[config.mk]
export PLATFORM = sky130hd
export DESIGN_NAME = pc_update_unit
export DESIGN_NICKNAME = d
export VERILOG_FILES = /design/src/rtl/mips_pkg.sv /design/src/rtl/branch_cond_eval.sv /design/src/rtl/pc_update_unit.sv
export SDC_FILE = /design/constraint.sdc
export NUM_CORES = 1
export LEC_CHECK = 0
export BUFFER_PORTS_ARGS = -buffer_cell sky130_fd_sc_hd__buf_4
export CAP_MARGIN = 30
export CORE_MARGIN = 1
export CORE_UTILIZATION = 48
export CTS_CLUSTER_DIAMETER = 50
export DETAILED_ROUTE_END_ITERATION = 8
export GPL_TIMING_DRIVEN = 0
export PLACE_DENSITY_LB_ADDON = 0.1
export SLEW_MARGIN = 5
export SYNTH_ARGS = -nofsm -noshare
export SYNTH_HDL_FRONTEND = slang
export SYNTH_SLANG_ARGS = --single-unit
[constraint.sdc]
create_clock -name clk -period 2.7 [get_ports clk]
set_input_delay 0.27 -clock clk [delete_from_list [all_inputs] [get_ports clk]]
set_output_delay 0.27 -clock clk [all_outputs]
set_load 0.01 [all_outputs]
[src/rtl/mips_pkg.sv]
// Shared encodings for the MIPS front-end: branch types, next-PC source
// selects and the default reset/exception vectors.
package mips_pkg;

    localparam int unsigned BR_TYPE_W = 3;
    localparam int unsigned PCSRC_W   = 2;

    localparam logic [BR_TYPE_W-1:0] BR_BEQ  = 3'd0;
    localparam logic [BR_TYPE_W-1:0] BR_BNE  = 3'd1;
    localparam logic [BR_TYPE_W-1:0] BR_BLEZ = 3'd2;
    localparam logic [BR_TYPE_W-1:0] BR_BGTZ = 3'd3;
    localparam logic [BR_TYPE_W-1:0] BR_BLTZ = 3'd4;
    localparam logic [BR_TYPE_W-1:0] BR_BGEZ = 3'd5;

    localparam logic [PCSRC_W-1:0] PCSRC_ALU    = 2'd0;
    localparam logic [PCSRC_W-1:0] PCSRC_ALUOUT = 2'd1;
    localparam logic [PCSRC_W-1:0] PCSRC_JUMP   = 2'd2;
    localparam logic [PCSRC_W-1:0] PCSRC_JR     = 2'd3;

    localparam logic [31:0] DEFAULT_RESET_PC   = 32'h0000_0000;
    localparam logic [31:0] DEFAULT_EXC_VECTOR = 32'h8000_0180;

endpackage

[src/rtl/branch_cond_eval.sv]
// Combinational branch-condition evaluator: decides whether a conditional
// branch of the given type is taken from the ALU Zero/Sign flags.
module branch_cond_eval
    import mips_pkg::*;
(
    input  logic [BR_TYPE_W-1:0] br_type,
    input  logic                 zero,
    input  logic                 sign,
    output logic                 cond_ok_c
);

    // Types 6-7 are reserved and never taken.
    always_comb begin
        cond_ok_c = 1'b0;
        case (br_type)
            BR_BEQ:  cond_ok_c = zero;
            BR_BNE:  cond_ok_c = ~zero;
            BR_BLEZ: cond_ok_c = sign | zero;
            BR_BGTZ: cond_ok_c = ~sign & ~zero;
            BR_BLTZ: cond_ok_c = sign;
            BR_BGEZ: cond_ok_c = ~sign;
            default: cond_ok_c = 1'b0;
        endcase
    end

endmodule

[src/rtl/pc_update_unit.sv]
// PC register with branch evaluation, next-PC source select and misaligned
// target redirect. PC_PERF_CNT_EN adds saturating branch/redirect counters.
module pc_update_unit
    import mips_pkg::*;
#(
    parameter int unsigned      WIDTH      = 32,
    parameter logic [WIDTH-1:0] RESET_PC   = WIDTH'(DEFAULT_RESET_PC),
    parameter logic [WIDTH-1:0] EXC_VECTOR = WIDTH'(DEFAULT_EXC_VECTOR)
`ifdef PC_PERF_CNT_EN
    ,
    parameter int unsigned      CNT_W      = 32
`endif
)
(
    input  logic                 clk,
    input  logic                 reset,
    input  logic                 PCWrite,
    input  logic                 PCWriteCond,
    input  logic [BR_TYPE_W-1:0] BranchType,
    input  logic                 jr_control,
    input  logic [PCSRC_W-1:0]   PCSource,
    input  logic                 Zero,
    input  logic                 Sign,
    input  logic                 stall,
    input  logic [WIDTH-1:0]     alu_result,
    input  logic [WIDTH-1:0]     alu_out,
    input  logic [25:0]          jump_index,
    input  logic [WIDTH-1:0]     jr_target,
    output logic [WIDTH-1:0]     pc,
    output logic                 PCWriteetc,
    output logic                 branch_taken,
    output logic                 pc_exc
`ifdef PC_PERF_CNT_EN
    ,
    output logic [CNT_W-1:0]     perf_taken,
    output logic [CNT_W-1:0]     perf_not_taken,
    output logic [CNT_W-1:0]     perf_redirect
`endif
);

    logic             cond_ok;
    logic             write_en;
    logic             misaligned;
    logic             cond_only;
    logic [WIDTH-1:0] jump_target;
    logic [WIDTH-1:0] next_pc;

    branch_cond_eval u_cond (
        .br_type   (BranchType),
        .zero      (Zero),
        .sign      (Sign),
        .cond_ok_c (cond_ok)
    );

    // Pseudo-direct jump: keep the PC's top nibble when the PC is wide enough.
    generate
        if (WIDTH > 28) begin : g_jump_wide
            assign jump_target = {pc[WIDTH-1:28], jump_index, 2'b00};
        end else begin : g_jump_narrow
            assign jump_target = WIDTH'({jump_index, 2'b00});
        end
    endgenerate

    // jr_control outranks PCSource; PCWrite and PCWriteCond share the PCSource mux.
    always_comb begin
        next_pc = alu_result;
        if (jr_control) begin
            next_pc = jr_target;
        end else begin
            case (PCSource)
                PCSRC_ALU:    next_pc = alu_result;
                PCSRC_ALUOUT: next_pc = alu_out;
                PCSRC_JUMP:   next_pc = jump_target;
                PCSRC_JR:     next_pc = jr_target;
                default:      next_pc = alu_result;
            endcase
        end
    end

    always_comb begin
        write_en   = ~stall & (PCWrite | jr_control | (PCWriteCond & cond_ok));
        misaligned = next_pc[1:0] != 2'b00;
        cond_only  = ~stall & PCWriteCond & cond_ok & ~PCWrite & ~jr_control;
    end

    assign PCWriteetc = write_en;

    // Pulses default low each edge; a write either lands or redirects.
    always_ff @(posedge clk or posedge reset) begin
        if (reset) begin
            pc           <= RESET_PC;
            branch_taken <= 1'b0;
            pc_exc       <= 1'b0;
        end else begin
            branch_taken <= 1'b0;
            pc_exc       <= 1'b0;
            if (write_en) begin
                if (misaligned) begin
                    pc     <= EXC_VECTOR;
                    pc_exc <= 1'b1;
                end else begin
                    pc           <= next_pc;
                    branch_taken <= cond_only;
                end
            end
        end
    end

`ifdef PC_PERF_CNT_EN
    logic inc_taken;
    logic inc_not_taken;
    logic inc_redirect;

    always_comb begin
        inc_taken     = cond_only & ~misaligned;
        inc_not_taken = ~stall & PCWriteCond & ~cond_ok;
        inc_redirect  = write_en & (jr_control | misaligned);
    end

    // Saturating event counters; stall suppresses every increment above.
    always_ff @(posedge clk or posedge reset) begin
        if (reset) begin
            perf_taken     <= '0;
            perf_not_taken <= '0;
            perf_redirect  <= '0;
        end else begin
            if (inc_taken && (perf_taken != {CNT_W{1'b1}})) begin
                perf_taken <= perf_taken + CNT_W'(1);
            end
            if (inc_not_taken && (perf_not_taken != {CNT_W{1'b1}})) begin
                perf_not_taken <= perf_not_taken + CNT_W'(1);
            end
            if (inc_redirect && (perf_redirect != {CNT_W{1'b1}})) begin
                perf_redirect <= perf_redirect + CNT_W'(1);
            end
        end
    end
`endif

endmodule

### Word-level counts from Yosys, hierarchy flattened

Index checks and enable logic that the tools add are counted.

| cells by class | value |
|---|---|
| eq/ne operators | 9 |
| multiplexer cells | 8 |
| bitwise operators | 15 |
| reduce and logical (&&, ||, !) cells | 4 |

Operators with widths:

| cell | number |
|---|---|
| $pmux W32 S4 | 1 |
| $mux W32 | 2 |
| $and A1 B1 Y1 | 7 |
| $eq A3 B2 Y1 const B | 2 |
| $eq A3 B3 Y1 const B | 2 |
| $pmux W1 S6 | 1 |
| $not A1 Y1 | 5 |
| $eq A2 B2 Y1 const B | 2 |
| $mux W1 | 4 |
| $eq A3 B1 Y1 const B | 1 |
| $logic_not A3 Y1 | 1 |
| $ne A3 B3 Y1 const B | 1 |
| $or A1 B1 Y1 | 3 |
| $eq A2 B1 Y1 const B | 1 |
| $logic_not A2 Y1 | 1 |
| $reduce_and A2 Y1 | 1 |
| $reduce_bool A2 Y1 | 1 |

| word-level totals | value |
|---|---|
| flip-flop bits (word level) | 34 |
| input port bits | 135 |
| word-level logic and storage cells | 40 |

### Depth between registers and ports, before layout

Gate-level depths: netlist (run 1).

| logic depth | value |
|---|---|
| depth after elaboration | 8 |
| mapped depth | 7 |
| depth with buffers taken out | 5 |

### Modules after synthesis

From an unflattened synthesis (run 1), not the netlist that was laid out.

| second synthesis, totals | value |
|---|---|
| cells, all modules | 265 |
| area, all modules | 2412.3 µm² |

By module, submodules not included:

| module | instances | cells an instance | area each (µm²) | seq. area each (µm²) |
|---|---|---|---|---|
| pc_update_unit | 1 | 258 | 2364.8 | 850.8 |
| branch_cond_eval | 1 | 7 | 47.5 | 0.0 |

### Worst setup path before layout (run 1)

OpenSTA, ideal clock, no wires.

| timing | value |
|---|---|
| kind | in2reg |
| start point | in PCSource[0] |
| end point | reg pc[28] |
| library setup time | 0.125 ns |
| arrival | 1.622 ns |
| data required time | 2.575 ns |
| setup slack | 0.954 ns |
| stages | 7 |
| buffers on the path | 3 |
| path through | buf_2 buf_2 buf_1 mux2_2 a22oi_1 nor2_1 mux2_2 |

| on the way | value |
|---|---|
| longest elaborated chain between the ends | 6 |
| elaborated cells between the ends (all ways) | 10 |

RTL lines:

| item | RTL line | source |
|---|---|---|
| from (decl) | pc_update_unit.sv:21 | `input logic [PCSRC_W-1:0] PCSource,` |
| $eq A2 B2 Y1 (tied with other cells) | pc_update_unit.sv:70 | `case (PCSource)` |
| $pmux W32 S4 | pc_update_unit.sv:70 |  |
| $mux W32 | pc_update_unit.sv:67 | `if (jr_control) begin` |
| $reduce_bool A2 Y1 | pc_update_unit.sv:82 | `misaligned = next_pc[1:0] != 2'b00;` |
| $ne A3 B3 Y1 (no source line) | n/a |  |
| $reduce_and A2 Y1 (no source line) | n/a |  |
| to (signal assigned) | pc_update_unit.sv:102 | `pc <= next_pc;` |
| to (decl) | pc_update_unit.sv:29 | `output logic [WIDTH-1:0] pc,` |

Several ways; a longest one is shown, not always the timed one.
A chain may end at the register's enable or synchronous reset.

### Final worst setup path (run 1)

| timing | value |
|---|---|
| start point | in Sign |
| end point | out PCWriteetc |

| on the way | value |
|---|---|
| longest elaborated chain between the ends | 6 |
| elaborated cells between the ends (all ways) | 7 |

RTL lines:

| item | RTL line | source |
|---|---|---|
| from (decl) | pc_update_unit.sv:23 | `input logic Sign,` |
| $not A1 Y1 | branch_cond_eval.sv:19, branch_cond_eval.sv:21 |  |
| $and A1 B1 Y1 | branch_cond_eval.sv:19 | `BR_BGTZ: cond_ok_c = ~sign & ~zero;` |
| $pmux W1 S6 (*) | branch_cond_eval.sv:15 | `case (br_type)` |
| $and A1 B1 Y1 (*) | pc_update_unit.sv:81 | `write_en = ~stall & (PCWrite \| jr_control \| (PCWriteCond & cond_ok));` |
| $or A1 B1 Y1 (*) | pc_update_unit.sv:81 |  |
| $and A1 B1 Y1 (*) | pc_update_unit.sv:81 |  |
| to (decl) | pc_update_unit.sv:30 | `output logic PCWriteetc,` |

Every way passes the cells marked *; elsewhere a longest branch is shown, timed or not.

==> results of run 1 <==
## cell type report
cell class | count | area, um2 | share of cell area, %
buffer | 38 | 170 | 3.72
clock buffer | 7 | 86.3 | 1.89
clock inverter | 1 | 5.00 | 0.110
inverter | 32 | 120 | 2.63
multi-input combinational | 254 | 1990 | 43.5
sequential | 34 | 851 | 18.6
tap | 77 | 96.3 | 2.11
timing repair buffer | 167 | 1250 | 27.4
## sequential cells by signal, summed over array words and instances, names as in the netlist
signal	flops
pc	32
branch_taken	1
pc_exc	1
## path summary, 6_finish.rpt
kind                            cells after the start            to         from
max in group asynchronous                           2        pc[24]        reset
worst max-delay path                                7    PCWriteetc         Sign
worst min register to register                      1        pc[31]       pc[31]
worst min-delay path                                2        pc_exc        reset
min in group clk                                    2  branch_taken  PCWriteCond
worst max register to register                      1        pc[30]       pc[30]
## layer usage
layer	vias to the layer above	share of wire (%)
met5	-	0
met3	21	9.0
li1	1701	-
met1	1721	40
met4	0	2.0
met2	205	49
## synthesized netlist by cell type (4+ instances only)
master     n
a211oi_1   5
o211ai_1  24
buf_2      4
mux2_2    32
inv_1     32
clkbuf_1  27
o22ai_1   24
a21oi_1   25
buf_1      4
and2_1     5
dfrtp_1   34
o22a_1    24
o41ai_1    8
nor2b_1   26
nor2_1    31
o41ai_2   17
## worst max-delay path: cells and delay by family
| kind | cells | cell delay [ns] |
|---|---|---|
| AO/OA/AOI/OAI | 3 | 1.02 |
| buffers and inverters | 4 | 0.61 |
## layout by cell type, fill, tap and decap left out, drive strengths merged, types with 2 or more instances in the layout
| master | count |
|---|---|
| inv | 32 |
| a22oi | 3 |
| o22a | 24 |
| nand2b | 3 |
| and2 | 5 |
| o211ai | 24 |
| or3b | 2 |
| dfrtp | 34 |
| o21ai | 3 |
| mux2 | 32 |
| buf | 178 |
| clkbuf | 34 |
| or3 | 2 |
| o41ai | 25 |
| a31oi | 2 |
| a211oi | 5 |
| a21oi | 25 |
| a2111oi | 2 |
| o211a | 2 |
| nor2b | 26 |
| o22ai | 25 |
| nor2 | 31 |
## through the flow
step | hold slack [ns] | setup slack, ns | total power (W)
final | 0.113 | 0.523 | 0.00174
after global routing | 0.178 | 0.416 | 0.00182
after CTS | 0.148 | 0.585 | 0.00173
after detailed placement | 0.464 | 0.462 | 0.00133
after global placement | 0.474 | 0.510 | 0.00131
after floorplan | 0.412 | 0.954 | 0.000980
## power by group through the flow
stage | clock [W] | combinational [W] | sequential (W)
floorplan | 0 | 0.000346 | 0.000634
global placement | 0 | 0.000700 | 0.000611
detailed placement | 0 | 0.000716 | 0.000613
CTS | 0.000412 | 0.000717 | 0.000605
global route | 0.000433 | 0.000778 | 0.000611
finish | 0.000411 | 0.000720 | 0.000606
## logic make-up after synthesis
family | Yosys count | synth area share, %
buf+inv | 70 | 9.28
compound gates | 147 | 38.9
flops | 34 | 27.2
xor+xnor | 1 | 0.280
mux | 32 | 11.5
simple gates | 74 | 12.8
==> results.toml, run 1 <==
[critical_path]
setup.worst_path.end_class = "primary output"
crit_type = "in2out"
cp-start-kind = "input port"
rrSetupSlack_ns = 1.93
worstPathArrival_ns = 1.91
path_cells = "buf_4 > a211oi_1 > o41ai_1 > o21ai_2 > buf_6 > inv_1 > buf_4"
crit_required_ns = 2.43
slowest_delay_ns = 0.45
worstPathMaxFanout = 10
path_common_cell = "buf_4"
cpMaxStageDelayCell = "o21ai_2"

[clock_tree]
cts.htree.levels = 2
numCtsBuffers = 5
clock-sinks = 34
clock_path_buffers = 2
clock_latency_ns = 0.29
cts_resized = 0
clk_pin_slew_worst_paths_ns = 0.07
clockRootBuffer = "clkbuf_8"
cts_tree = "built"
cts_hold_buf = 0
post_cts_buffers = 0

[detailed_routing]
wl_per_cell_um = 18.3
postRouteAntennaNets = 0
wl_mm = 11.1
drt_iter0_drc = 197
drc = 0
via_per_inst = 5.98
first_pass_iters = 5
via_count = 3648

[timing]
min_period_over_period_pct = 80.6
max-slew-margin-rel_pct = 49.3
tns_ns = 0
setup_viol = 0
finalCriticalPeriod_ns = 2.18
hold_viol = 0
finalClockSkew_ns = 0
tightest_slew_ns = 0.760
slew_viol_final = 0
grt_setup_unrepaired = "false"
fmax_ghz = 0.459

[floorplanning]
die_w_um = 82.7
io_pins = 170
core_mm2 = 0.00631
die_h_um = 82.7
die-area_mm2 = 0.00684
rows = 29
initial_core_util_pct = 49.5

[global_routing]
grt_max_degree = 35
grt.total_usage_pct = 33.0
antenna_found_initial = 0
grt-busiest-layer = "met2"
met3_usage_pct = 6.04
grt_pass1_vias = 3560
grt_pass1_wl_mm = 17.1
gr-total-overflow = 0
use_met1_pct = 41.3
use_met2_pct = 56.6

[power_and_ir_drop]
p_int_w = 0.00115
p_leak_nw = 2.18
peakVddDrop_v = 0.000258
pwr-share-comb_pct = 41.5
pwr-share-clk_pct = 23.7
pwr_density_cell_mw_per_mm2 = 380
seq_power_share_pct = 34.9
swShare_pct = 33.7
p_switching_w = 0.000585

[place]
place.gp.congestion = 0.813
dp_hpwl_mm = 8.32
placed_area_mm2 = 0.00448
place_inst = 602
portBuffers = 167

[layout]
nNetsFinal = 667
syn_to_final_growth_pct = 46.1
fin_area_mm2 = 0.00457
n_antenna_cell = 0
nFillCells = 511
layout-drive-gt1-share_pct = 44.8
utilization_pct = 72.4
stdcell_count = 610

[yosys]
ys_seq_area_share_pct = 27.2
ys_ff_latch = 34
syn_area_mm2 = 0.00313
synthArstFlopShare_pct = 100
yosysWarningCount = 0
syn_inst = 358
yosys.area.top_type = "dfrtp_1"
synthTopCellsByArea = "dfrtp_1 (27%), mux2_2 (12%), o41ai_2 (8.8%)"
synth_fp_nets = 493
synthFlopType = "dfrtp_1"
synth_top_area_share_pct = 27.2
synth_cell_types = 41
synth_edf_count = 0
synth.avg_cell_area_um2 = 8.74

[job]
cap_viol_max_count = 0

[run_status]
status = "finished, final reports clean"

[hold_path]
hold_class = "in2async"
Note: power is estimated with default switching activity, not from simulation.
==> inputs of run 2 (changes only) <==
--- a/config.mk
+++ b/config.mk
@@ -8,7 +8,7 @@
 export BUFFER_PORTS_ARGS = -buffer_cell sky130_fd_sc_hd__buf_4
 export CAP_MARGIN = 30
 export CORE_MARGIN = 1
-export CORE_UTILIZATION = 48
+export CORE_UTILIZATION = 41
 export CTS_CLUSTER_DIAMETER = 50
 export DETAILED_ROUTE_END_ITERATION = 8
 export GPL_TIMING_DRIVEN = 0
==> constraint.sdc (replaced) <==
create_clock -name clk -period 1.74 [get_ports clk]
set_input_delay 0.174 -clock clk [delete_from_list [all_inputs] [get_ports clk]]
set_output_delay 0.174 -clock clk [all_outputs]
set_load 0.01 [all_outputs]
==> results.toml, run 2 (synthesis results as in run 1) <==
[place]
dp_hpwl_mm = 8.36
place_inst = 624
place.gp.congestion = 0.850
placed_area_mm2 = 0.00451
portBuffers = 167

[critical_path]
setup.worst_path.end_class = "primary output"
crit_path_end = "PCWriteetc"
reg2reg_to = "pc[8]"
path_common_cell = "buf_4"
cp-start-kind = "input port"
slowest_delay_ns = 0.56
crit_type = "in2out"
rr_startpoint = "pc[8]"
startpoint = "Zero"
path_cells = "buf_4 > or4b_4 > o22ai_4 > o21ai_4 > buf_6 > inv_4 > buf_4"
cpMaxStageDelayCell = "or4b_4"
crit_required_ns = 1.57
rrSetupSlack_ns = 0.97
worstPathArrival_ns = 1.52
worstPathMaxFanout = 6
reg2regPathDepth = 3

[clock_tree]
cts_hold_buf = 0
clock-sinks = 34
cts.htree.levels = 2
clock_path_buffers = 2
numCtsBuffers = 5
cts_tree = "built"
clock_latency_ns = 0.28
clockRootBuffer = "clkbuf_8"
clk_pin_slew_worst_paths_ns = 0.06

[power_and_ir_drop]
p_int_w = 0.00176
seq_power_share_pct = 35.7
p_leak_nw = 2.22
pwr_density_cell_mw_per_mm2 = 564
finalPower_w = 0.00263
p_switching_w = 0.000867
pwr-share-clk_pct = 20.7
pwr-share-comb_pct = 43.6
swShare_pct = 33.0
peakVddDrop_v = 0.000434

[timing]
slew_viol_final = 0
tightest_slew_ns = 0.748
setup_viol = 0
finalClockSkew_ns = 0
hold_viol = 0
fmax_ghz = 0.591
max-slew-margin-rel_pct = 50.0
min_period_over_period_pct = 97.2
finalCriticalPeriod_ns = 1.69

[layout]
fin_area_mm2 = 0.00466
utilization_pct = 63.6
mostFrequentLayoutCell = "buf_4"
stdcell_count = 635
largest_registers = "pc (32), branch_taken (1), pc_exc (1)"
n_antenna_cell = 0
final_cell_mix = "buf_4 (171), dfrtp_1 (34), mux2_2 (32), inv_1 (30), nor2_1 (30)"
layout-drive-gt1-share_pct = 47.4
nFillCells = 660
nNetsFinal = 671
largest_reg_flops = 32
top_register = "pc"
syn_to_final_growth_pct = 49.0

[global_routing]
grt.total_usage_pct = 28.2
antenna_found_initial = 0
grt_max_degree = 35
grt_pass1_vias = 3534
gr-total-overflow = 0
grt_pass1_wl_mm = 17.2

[run_status]
status = "finished, final reports clean"

[detailed_routing]
via_count = 3620
postRouteAntennaNets = 0
drt_iter0_drc = 180
first_pass_iters = 4
wl_per_cell_um = 17.9
via_per_inst = 5.70
wl_mm = 11.4
drc = 0

[floorplanning]
die-area_mm2 = 0.00798
die_h_um = 89.3
core_mm2 = 0.00733
initial_core_util_pct = 42.7
rows = 31
die_w_um = 89.3
io_pins = 170

[job]
cap_viol_max_count = 0

[hold_path]
hold_class = "in2async"
## run 2: cell count changes in the layout (fill, tap and decap cells not counted), moves of 2 or more
cell      change
buf_4         +4
buf_2         +2
clkbuf_1      -7
clkbuf_2      +6
## run 2: worst min path at each step
stage	slack (ns)	depth (start not counted)	startpoint	end
floorplan	0.32	1	reset	branch_taken
global placement	0.48	1	pc[0]	pc[0]
detailed placement	0.36	2	reset	pc[29]
CTS	0.05	2	reset	pc[29]
global route	0.08	2	reset	pc[29]
finish	0.03	2	reset	pc[29]
## run 2: repair_timing
action,4_1_cts,5_1_grt
cloned,0,0
endpoints found under the setup margin,13,23
buffers inserted,1,4
gates resized for setup,7,13
pin swaps,1,3
## run 2: per-layer routing
metal	share of wire [%]	vias to the layer above	global-route usage (%)
met5	0	-	0
met2	49	170	51.1
li1	-	1702	-
met1	42	1731	34.0
met3	7.2	17	5.54
met4	1.3	0	7.79
## run 2: power by group through the flow
stage	Combinational, W	Sequential [W]	Clock, W
2_1_floorplan	0.000536	0.000985	0
3_3_place_gp	0.00110	0.000947	0
3_5_place_dp	0.00111	0.000950	0
4_1_cts	0.00112	0.000937	0.000558
5_1_grt	0.00124	0.000948	0.000596
6_report	0.00115	0.000938	0.000544
## run 2: metrics by stage
| stage | setup slack (ns) | hold WS (ns) | setup TNS (ns) |
|---|---|---|---|
| 2_1_floorplan | 0.0898 | 0.316 | 0 |
| 3_3_place_gp | -0.334 | 0.479 | -7.47 |
| 3_5_place_dp | -0.335 | 0.357 | -8.10 |
| 4_1_cts | 0.00866 | 0.0497 | 0 |
| 5_1_grt | -0.00244 | 0.0800 | -0.00244 |
| 6_report | 0.0488 | 0.0253 | 0 |
## run 2: final cells by class
cell class                 count  area, um2  share of cell area [%]
buffer                        37        176                    3.78
clock buffer                   7       76.3                    1.64
sequential                    34        851                    18.3
inverter                      32        123                    2.63
tap                           99        124                    2.66
timing repair buffer         172       1290                    27.8
multi-input combinational    254       2020                    43.3
## run 2: critical path, delay by kind of cell
kind	cells	cell delay (ns)
AO/OA/AOI/OAI	2	0.33
buffers and inverters	4	0.45
AND/OR/NAND/NOR	1	0.56
